--- src/rtl/sha_pad_ctrl.sv ---
// Control stage for the 64-bit SHA padding packet mux: registers message words
// and sequences pad, zero and length words so each message ends on a block boundary.
module sha_pad_ctrl #(
  parameter int WORDS_PER_BLK = 8
) (
  input  logic        clk,
  input  logic        rst,
  input  logic        in_valid,
  input  logic [63:0] in_data,
  input  logic        in_last,
  output logic        in_ready,
  input  logic        out_ready,
  output logic        out_valid,
  output logic [63:0] pkt,
  output logic [63:0] msg_len,
  output logic        pad_pkt,
  output logic        zero_pkt,
  output logic        mgln_pkt,
  output logic        blk_last,
  output logic        msg_done
);

  localparam int IDX_W = $clog2(WORDS_PER_BLK);
  localparam logic [IDX_W-1:0] LAST_IDX = IDX_W'(WORDS_PER_BLK - 1);

  typedef enum logic [2:0] {
    S_IDLE,
    S_MSG,
    S_PAD,
    S_ZERO,
    S_MGLN
  } state_e;

  state_e      state_q, state_d;
  logic [IDX_W-1:0] widx_q, widx_d;
  logic [IDX_W-1:0] widx_inc;
  logic        out_valid_q, out_valid_d;
  logic [63:0] pkt_q, pkt_d;
  logic [63:0] msg_len_q, msg_len_d;
  logic        pad_q, pad_d;
  logic        zero_q, zero_d;
  logic        mgln_q, mgln_d;
  logic        blk_last_q, blk_last_d;
  logic        load;
  logic        in_ready_c;

  // The output register may take a new word whenever it is empty or being drained.
  assign load     = !out_valid_q || out_ready;
  assign widx_inc = widx_q + IDX_W'(1);

  always_comb begin
    state_d     = state_q;
    widx_d      = widx_q;
    out_valid_d = out_valid_q;
    pkt_d       = pkt_q;
    msg_len_d   = msg_len_q;
    pad_d       = pad_q;
    zero_d      = zero_q;
    mgln_d      = mgln_q;
    blk_last_d  = blk_last_q;
    in_ready_c  = 1'b0;

    if (load) begin
      case (state_q)
        S_IDLE, S_MSG: begin
          in_ready_c  = 1'b1;
          out_valid_d = 1'b0;
          pkt_d       = '0;
          pad_d       = 1'b0;
          zero_d      = 1'b0;
          mgln_d      = 1'b0;
          blk_last_d  = 1'b0;
          if (in_valid) begin
            out_valid_d = 1'b1;
            pkt_d       = in_data;
            blk_last_d  = (widx_q == LAST_IDX);
            widx_d      = widx_inc;
            // First word restarts the length; later words accumulate modulo 2^64.
            msg_len_d   = (state_q == S_IDLE) ? 64'd64 : msg_len_q + 64'd64;
            state_d     = in_last ? S_PAD : S_MSG;
          end
        end

        S_PAD, S_ZERO, S_MGLN: begin
          out_valid_d = 1'b1;
          pkt_d       = '0;
          pad_d       = (state_q == S_PAD);
          zero_d      = (state_q == S_ZERO);
          mgln_d      = (state_q == S_MGLN);
          blk_last_d  = (widx_q == LAST_IDX);
          widx_d      = widx_inc;
          if (state_q == S_MGLN) begin
            state_d = S_IDLE;
          end else begin
            state_d = (widx_inc == LAST_IDX) ? S_MGLN : S_ZERO;
          end
        end

        default: begin
          state_d = S_IDLE;
        end
      endcase
    end
  end

  always_ff @(posedge clk or posedge rst) begin
    if (rst) begin
      state_q     <= S_IDLE;
      widx_q      <= '0;
      out_valid_q <= 1'b0;
      pkt_q       <= '0;
      msg_len_q   <= '0;
      pad_q       <= 1'b0;
      zero_q      <= 1'b0;
      mgln_q      <= 1'b0;
      blk_last_q  <= 1'b0;
    end else begin
      state_q     <= state_d;
      widx_q      <= widx_d;
      out_valid_q <= out_valid_d;
      pkt_q       <= pkt_d;
      msg_len_q   <= msg_len_d;
      pad_q       <= pad_d;
      zero_q      <= zero_d;
      mgln_q      <= mgln_d;
      blk_last_q  <= blk_last_d;
    end
  end

  assign in_ready  = in_ready_c;
  assign out_valid = out_valid_q;
  assign pkt       = pkt_q;
  assign msg_len   = msg_len_q;
  assign pad_pkt   = pad_q;
  assign zero_pkt  = zero_q;
  assign mgln_pkt  = mgln_q;
  assign blk_last  = blk_last_q;
  assign msg_done  = mgln_q;

endmodule

--- config.mk ---
export PLATFORM = sky130hd
export DESIGN_NAME = sha_pad_ctrl
export DESIGN_NICKNAME = d
export VERILOG_FILES = /design/src/rtl/sha_pad_ctrl.sv
export SDC_FILE = /design/constraint.sdc
export NUM_CORES = 1
export LEC_CHECK = 0
export ABC_CLOCK_PERIOD_IN_PS = 4400
export BUFFER_PORTS_ARGS = -buffer_cell sky130_fd_sc_hd__buf_2
export CORE_MARGIN = 2
export CORE_UTILIZATION = 25
export DETAILED_ROUTE_END_ITERATION = 8
export MAX_ROUTING_LAYER = met4
export PLACE_DENSITY = 0.55
export SYNTH_ARGS = -nofsm -noshare
export SYNTH_HDL_FRONTEND = slang
export SYNTH_SLANG_ARGS = --single-unit
--- constraint.sdc ---
create_clock -name clk -period 4.4 [get_ports clk]
set_input_delay 0.88 -clock clk [delete_from_list [all_inputs] [get_ports clk]]
set_output_delay 0.88 -clock clk [all_outputs]
set_load 0.05 [all_outputs]
# Yosys cells after proc, flatten, opt, wreduce, memory -nomap -nowiden
# Index checks and enable logic that the tools add are counted.
dict set report classes {
  n_addsub 2
  mul 0
  n_div 0
  magnitude_cmp 0
  n_eq_ne 7
  n_shift 0
  n_mux 19
  bitwise_logic 0
  n_reduce_logical 10
}
# cell n
set ops {}
lappend ops {{$mux 64} 2}
lappend ops {{$pmux 64 s2} 1}
lappend ops {{$add 64x7->64 const B} 1}
lappend ops {{$mux 3} 4}
lappend ops {{$pmux 3 s2} 2}
lappend ops {{$pmux 1 s2} 5}
lappend ops {{$eq 3x3->1 const B} 3}
lappend ops {{$eq 3x2->1 const B} 2}
lappend ops {{$reduce_and 3->1} 2}
lappend ops {{$mux 1} 4}
lappend ops {{$reduce_and 2->1} 2}
lappend ops {{$add 3x1->3 const B} 1}
lappend ops {{$eq 3x1->1 const B} 1}
lappend ops {{$logic_not 3->1} 1}
lappend ops {{$reduce_or 3->1} 1}
lappend ops {{$mux 2} 1}
lappend ops {{$ne 2x2->1 const B} 1}
lappend ops {{$reduce_bool 2->1} 1}
lappend ops {{$reduce_or 2->1} 1}
lappend ops {{$logic_not 1->1} 1}
lappend ops {{$logic_or 1x1->1} 1}
dict set report word_totals {
  ff_bits 139
  latch_bits 0
  ramBits 0
  mem_bits_ro 0
  mem_count 0
}

# Depth between registers and ports, before layout
# Gate-level depths: netlist of the first run.
dict set report depth {
  ltp_word 5
  mapped_depth 8
}

# Worst setup path before layout of the first run
# Ideal clock, no wire load.
dict set report synth_path {
  path_type {in2out}
  from {input port out_ready}
  to {output port in_ready}
  arrival_time_ps 2014
  path_slack_ps 1506
  stages 2
  path_cell_list {nor2_1 -> nor3_1}
}
dict set report synth_between {
  elab_chain_cells 2
}
# element line_no
set synth_lines {}
lappend synth_lines {{start: declaration} 12} ;# input logic out_ready,
lappend synth_lines {{$logic_or 1x1->1} 48} ;# assign load = !out_valid_q || out_ready;
lappend synth_lines {{$mux 1} 63} ;# if (load) begin
lappend synth_lines {{end: declaration} 11} ;# output logic in_ready,
# Every way passes these cells.

# Worst setup path in the final report of the first run
dict set report layout_path {
  from {register msg_len_q[6] (netlist: msg_len[6])}
  to {register msg_len_q[50] (netlist: msg_len[50])}
}
dict set report layout_between {
  elab_chain_cells 2
}
# element line_no
set layout_lines {}
lappend layout_lines {{start: declaration} 39} ;# logic [63:0] msg_len_q, msg_len_d;
lappend layout_lines {{start signal: assignment} 122} ;# msg_len_q <= msg_len_d;
lappend layout_lines {{$add 64x7->64} 79} ;# msg_len_d = (state_q == S_IDLE) ? 64'd64 : msg_len_q + 64'd64;
lappend layout_lines {{$mux 64} 79}
# Every way passes these cells.
# A chain may end at the register's enable or synchronous reset.

==> results.yml, run 1 <==
run_status:
  status: "finished, final reports clean"
route:
  drt_iter0_markers: 280
  wl_mm: 17.1
  drc: 0
  drtPass1Iterations: 5
  ant_nets: 0
  routedWlPerCell_um: 15.7
  dr_total_vias: 5180
  vias_per_cell: 4.77
grt:
  grt_usage_pct: 14.4
  overflow: 0
  grt_pass1_vias: 4904
  grt_pass1_wl_mm: 27.3
  antenna_found_initial: 2
  grt_max_degree: 71
worst_setup_path:
  r2r-start: "msg_len[6]"
  max_stage_delay_ns: 0.67
  crit_top_cell: "nand3_1"
  crit_chain: "ha_1, nand3_1, nor4_2, nand3_1, or4_1, a21oi_1"
  cp.arrival_ns: 3.27
  end_kind: "flop"
  critPathSlowestCell: "or4_1"
  required_ns: 4.73
  r2r_slack_ns: 1.46
  start_kind: "flop"
  cp_max_fo: 19
  cp-startpoint: "msg_len[6]"
  worstSetupPathType: "reg2reg"
sta:
  setup_viol: 0
  hold_viol_final: 0
  slew_violations: 0
  rsz0062_at_grt: "no"
  setup_tns_ns: 0
  max-slew-margin-rel_pct: 38.4
  tightestPinTransition_ns: 0.922
  finalCritPeriodShare_pct: 66.8
  fmax_ghz: 0.340
  setup_ws_ns: 1.46
  hold_ws_ns: 0.492
  fin_skew_ns: 0.0164
  period_minus_slack_ns: 2.94
clock_network:
  htreeDepth: 4
  clockBufferDepth: 2
  cts_setup_buffers: 0
  clock_sinks: 133
  ctsRootBufferMaster: "clkbuf_16"
  ctsResizeCount: 0
  insertion_delay_ns: 0.42
  cts_tree: "yes"
  path_clk_slew_ns: 0.07
  numCtsBuffers: 17
  ctsHoldBuffers: 0
logic_synthesis:
  synth_seq_cells: 133
  synth.top_cell.area_share_pct: 55.7
  synth_top_area_cell: "dfrtp_1"
  synth_edf_count: 0
  ys.flop_type: "dfrtp_1"
  yosysMostFrequentCell: "dfrtp_1"
  ys_seq_area_share_pct: 55.7
  syn_inst: 564
  yosysWarnings: 0
  syn_avg_cell_area_um2: 10.6
  syn_area_um2: 5970
  synth.area.top_cells: "dfrtp_1 56%, a22o_1 9.5%, nand2_1 2.8%"
  synthTopCellsByCount: "133 x dfrtp_1, 65 x a22o_1, 45 x nand2_1"
  synthArstFlopShare_pct: 100
  ys_types: 45
power:
  leakagePower_nw: 3.97
  power_density_nw_per_um2: 631
  ir_drop_v: 0.000353
floorplanning:
  num_rows: 56
  die_w_um: 159
  dieHeight_um: 159
  io_pins: 204
  initial_utilization_pct: 25.4
  die-area_um2: 25100
  core_region_area_um2: 23500
final_layout:
  final_layout_size_suffix_gt1_share_pct: 32.2
  nets: 824
  fillCellCount: 2434
  syn_to_final_growth_pct: 32.6
placed_design:
  io_buffers: 197
  gp_congestion: 0.726
  post-dp-hpwl_mm: 11.8
  pre_cts_ws_ns: 1.17
flow_run:
  max-cap-violations: 0
worst_hold_path:
  hold_path_startpoint: "blk_last"
  hp-class: "reg2reg"
## routing by layer
metal  part of all wire [%]  track usage, %  vias to the layer above
met2                     44            20.7                      204
met5                      0               -                        -
met4                    1.3            4.12                        0
li1                       -               -                     2473
met3                    6.8            3.92                       14
met1                     48            19.9                     2489
## cell families after synthesis
logic type	synth area share, %
other	0.0628
xor gates and xnor gates	1.91
DFF	55.7
AOI/OAI and AO/OA	19.0
buffers and inverters	4.00
adders and majority gates	0.838
muxes	1.38
and+or+nand+nor	17.1
## cells in the final DEF, fill, tap and decap left out, types with 3 or more instances in the layout
| cell | count |
|---|---|
| dfrtp_1 | 133 |
| nor3_1 | 10 |
| buf_2 | 197 |
| a41o_1 | 4 |
| ha_1 | 4 |
| nand2_1 | 44 |
| o21ai_0 | 25 |
| or4_1 | 12 |
| o41ai_1 | 5 |
| mux2i_1 | 6 |
| o311ai_0 | 5 |
| bufinv_16 | 5 |
| conb_1 | 6 |
| nand3_1 | 30 |
| or3_1 | 13 |
| a21oi_1 | 30 |
| o31ai_1 | 8 |
| nor2_1 | 34 |
| clkinv_4 | 3 |
| xor2_1 | 5 |
| and2_1 | 5 |
| and4_1 | 4 |
| buf_4 | 6 |
| clkbuf_16 | 17 |
| nand2b_1 | 8 |
| nor4_1 | 3 |
| inv_1 | 12 |
| inv_6 | 3 |
| o211ai_1 | 4 |
| nand4_1 | 15 |
| a22o_1 | 65 |
| a31oi_1 | 4 |
| xnor2_1 | 8 |
| and3_1 | 7 |
## final cells by class
type,instances,area [um^2],area share (%)
sequential,133,3330,42.0
multi-input combinational,382,2430,30.7
timing repair buffer,204,1050,13.3
clock buffer,19,433,5.47
tap,319,399,5.04
clock inverter,13,221,2.80
inverter,13,52.6,0.663
antenna,2,5.00,0.0632
## sequential cells by signal, indices dropped and copies added, names as in the netlist
register   flops
pkt           64
msg_len       58
state_q        3
widx_q         3
blk_last       1
mgln_pkt       1
out_valid      1
pad_pkt        1
zero_pkt       1
## worst max-delay path, delay by kind of cell, from the launching register on
kind | cells | cell delay [ns]
AND/OR/NAND/NOR | 4 | 1.91
AO/OA/AOI/OAI | 1 | 0.18
flip-flops | 1 | 0.48
adder cells (fa/ha/maj) | 1 | 0.25
## worst paths after layout
kind | cells after the start | endpoint
max in group asynchronous | 3 | msg_len[26]
setup / recovery | 6 | msg_len[50]
min in group asynchronous | 2 | pkt[23]
hold / removal | 2 | blk_last
setup reg to reg | 6 | msg_len[50]
hold reg to reg | 2 | blk_last
## metrics by stage
stage / util (%) / area [um^2] / total power [mW] / instances
final: 33.7 / 7920 / 5.00 / 1085
after global routing: 33.7 / 7920 / 5.27 / 1085
after CTS: 33.7 / 7920 / 5.07 / 1083
after detailed placement: 30.9 / 7260 / 3.43 / 1051
after global placement: 30.9 / 7260 / 3.42 / 1051
after floorplan: - / 6000 / 2.98 / 569
## power breakdown
| part | internal, mW | switching, mW | leakage (nW) | total (mW) |
|---|---|---|---|---|
| clock network | 1.02 | 0.589 | 0.315 | 1.61 |
| logic | 0.437 | 1.30 | 1.87 | 1.73 |
| registers | 1.46 | 0.202 | 1.78 | 1.66 |
| total | 2.91 | 2.09 | 3.97 | 5.00 |
No activity file was read; power rests on OpenSTA's default activity.
==> run 2, diff against run 1 <==
--- a/config.mk
+++ b/config.mk
@@ -5,13 +5,13 @@
 export SDC_FILE = /design/constraint.sdc
 export NUM_CORES = 1
 export LEC_CHECK = 0
-export ABC_CLOCK_PERIOD_IN_PS = 4400
+export ABC_CLOCK_PERIOD_IN_PS = 3100
 export BUFFER_PORTS_ARGS = -buffer_cell sky130_fd_sc_hd__buf_2
 export CORE_MARGIN = 2
 export CORE_UTILIZATION = 25
 export DETAILED_ROUTE_END_ITERATION = 8
 export MAX_ROUTING_LAYER = met4
-export PLACE_DENSITY = 0.55
+export PLACE_DENSITY = 0.54
 export SYNTH_ARGS = -nofsm -noshare
 export SYNTH_HDL_FRONTEND = slang
 export SYNTH_SLANG_ARGS = --single-unit
==> constraint.sdc (replaced) <==
create_clock -name clk -period 3.1 [get_ports clk]
set_input_delay 0.62 -clock clk [delete_from_list [all_inputs] [get_ports clk]]
set_output_delay 0.62 -clock clk [all_outputs]
set_load 0.05 [all_outputs]
==> run 2 against run 1 <==
  * Critical endpoint is now msg_len[54]
  * First-iteration DRC count is 8.9% higher
  * Critical path type unchanged
  * Sequential share of layout area is 0.24 points lower
  * Maximum frequency is 12% higher
  * Combinational power is 45% higher
  * Core utilization is 0.19 points higher
  * Sequential power is 42% higher
  * Cell area is 0.57% higher
  * Clock power is 37% higher
  * Largest cell class unchanged
  * Worst hold slack worse by 0.18 ns
==> results.yml, run 2 (same netlist as run 1, synthesis figures left out) <==
sta:
  period_minus_slack_ns: 2.62
  setup_viol: 0
  setup_ws_ns: 0.483
  max-slew-margin-rel_pct: 50.2
  fin_skew_ns: 0.0167
  hold_viol_final: 0
  fmax_ghz: 0.382
  finalCritPeriodShare_pct: 84.4
  rsz0062_at_grt: "no"
  slew_violations: 0
  setup_tns_ns: 0
  tightestPinTransition_ns: 0.747
placed_design:
  io_buffers: 197
  post_dp_cell_area_um2: 7320
  place_inst: 1056
  pre_cts_ws_ns: 0.536
  gp_congestion: 0.737
  post-dp-hpwl_mm: 12.0
worst_hold_path:
  hp-class: "in2async"
worst_setup_path:
  cp.arrival_ns: 2.95
  r2r_cells: 7
  end_kind: "flop"
  start_kind: "flop"
  worstSetupPathType: "reg2reg"
  required_ns: 3.43
  cp_max_fo: 19
floorplanning:
  io_pins: 204
  initial_utilization_pct: 25.4
  die-area_um2: 25100
  dieHeight_um: 159
  die_w_um: 159
  core_region_area_um2: 23500
  num_rows: 56
clock_network:
  ctsRootBufferMaster: "clkbuf_16"
  path_clk_slew_ns: 0.06
  numCtsBuffers: 17
  htreeDepth: 4
  cts_setup_buffers: 0
  clock_sinks: 133
  ctsResizeCount: 0
  ctsHoldBuffers: 0
  clockBufferDepth: 2
  cts_tree: "yes"
  insertion_delay_ns: 0.42
final_layout:
  final_layout_size_suffix_gt1_share_pct: 32.8
  syn_to_final_growth_pct: 33.4
  stdcell_area_um2: 7970
  nets: 829
  final_cell_mix: "197 x buf_2, 133 x dfrtp_1, 65 x a22o_1, 44 x nand2_1, 34 x nor2_1"
  largest_register_ffs: 64
  final_common_cell: "buf_2"
  final_cells: 1089
route:
  dr_total_vias: 5185
  vias_per_cell: 4.76
  routedWlPerCell_um: 15.7
  drc: 0
  wl_mm: 17.1
  drtPass1Iterations: 4
  drt_iter0_markers: 305
  ant_nets: 0
power:
  p_switching_mw: 2.97
  power_density_nw_per_um2: 887
  p_sw_share_pct: 42.0
  leakagePower_nw: 3.99
  intPower_mw: 4.10
  p_clk_share_pct: 31.1
  pwr-share-seq_pct: 33.4
  ir_drop_v: 0.000433
  p_comb_share_pct: 35.4
grt:
  antenna_found_initial: 2
  grt_pass1_vias: 4854
  overflow: 0
  grt_max_degree: 76
  grt_pass1_wl_mm: 26.5
  grt_usage_pct: 14.1
run_status:
  status: "finished, final reports clean"
flow_run:
  max-cap-violations: 0
-- run 2: power groups by stage --
stage / Clock (mW) / Combinational [mW] / Sequential, mW
2_1_floorplan: 0 / 0.892 / 3.34
4_1_cts: 2.27 / 2.53 / 2.36
5_1_grt: 2.35 / 2.69 / 2.41
3_3_place_gp: 0 / 2.52 / 2.39
3_5_place_dp: 0 / 2.55 / 2.37
6_report: 2.20 / 2.50 / 2.36
-- run 2: routing by layer --
metal	global-route usage, %	share of wire, %	vias up
li1	-	-	2479
met1	19.6	48	2503
met2	20.0	44	192
met3	4.60	7.4	11
met4	3.30	0.94	0
met5	-	0	-
-- run 2: path summary, 6_finish.rpt --
path	slack (ns)	endpoint	start
worst min register to register	0.49	pkt[24]	pkt[24]
worst min-delay path	0.31	msg_len[59]	rst
worst max-delay path	0.48	msg_len[54]	msg_len[6]
max in group asynchronous	2.12	widx_q[1]	rst
worst max register to register	0.48	msg_len[54]	msg_len[6]
min in group clk	0.42	state_q[1]	in_last
-- run 2: cell type report --
type,instances,area [um^2]
clock buffers,18,439
diodes,2,5.00
multi-input cells,382,2430
fillers,2422,15500
well taps,319,399
flip-flops and latches,133,3330
inverters,13,52.6
repair buffers,209,1110
clock inverters,13,198
-- run 2: stage by stage --
stage	utilization (%)	power, mW	hold slack (ns)
6_report	33.9	7.07	0.313
5_1_grt	33.9	7.45	0.332
4_1_cts	33.9	7.17	0.334
3_5_place_dp	31.2	4.92	0.477
3_3_place_gp	31.2	4.91	0.469
2_1_floorplan	-	4.23	0.473
-- run 2: worst max-delay path, cell delays in order (launching register included) --
cell,delay (ns)
dfrtp_1,0.49
ha_1,0.27
nand3_1,0.21
nor4_2,0.52
nand3_1,0.14
buf_4,0.22
or4_1,0.51
a21oi_1,0.17
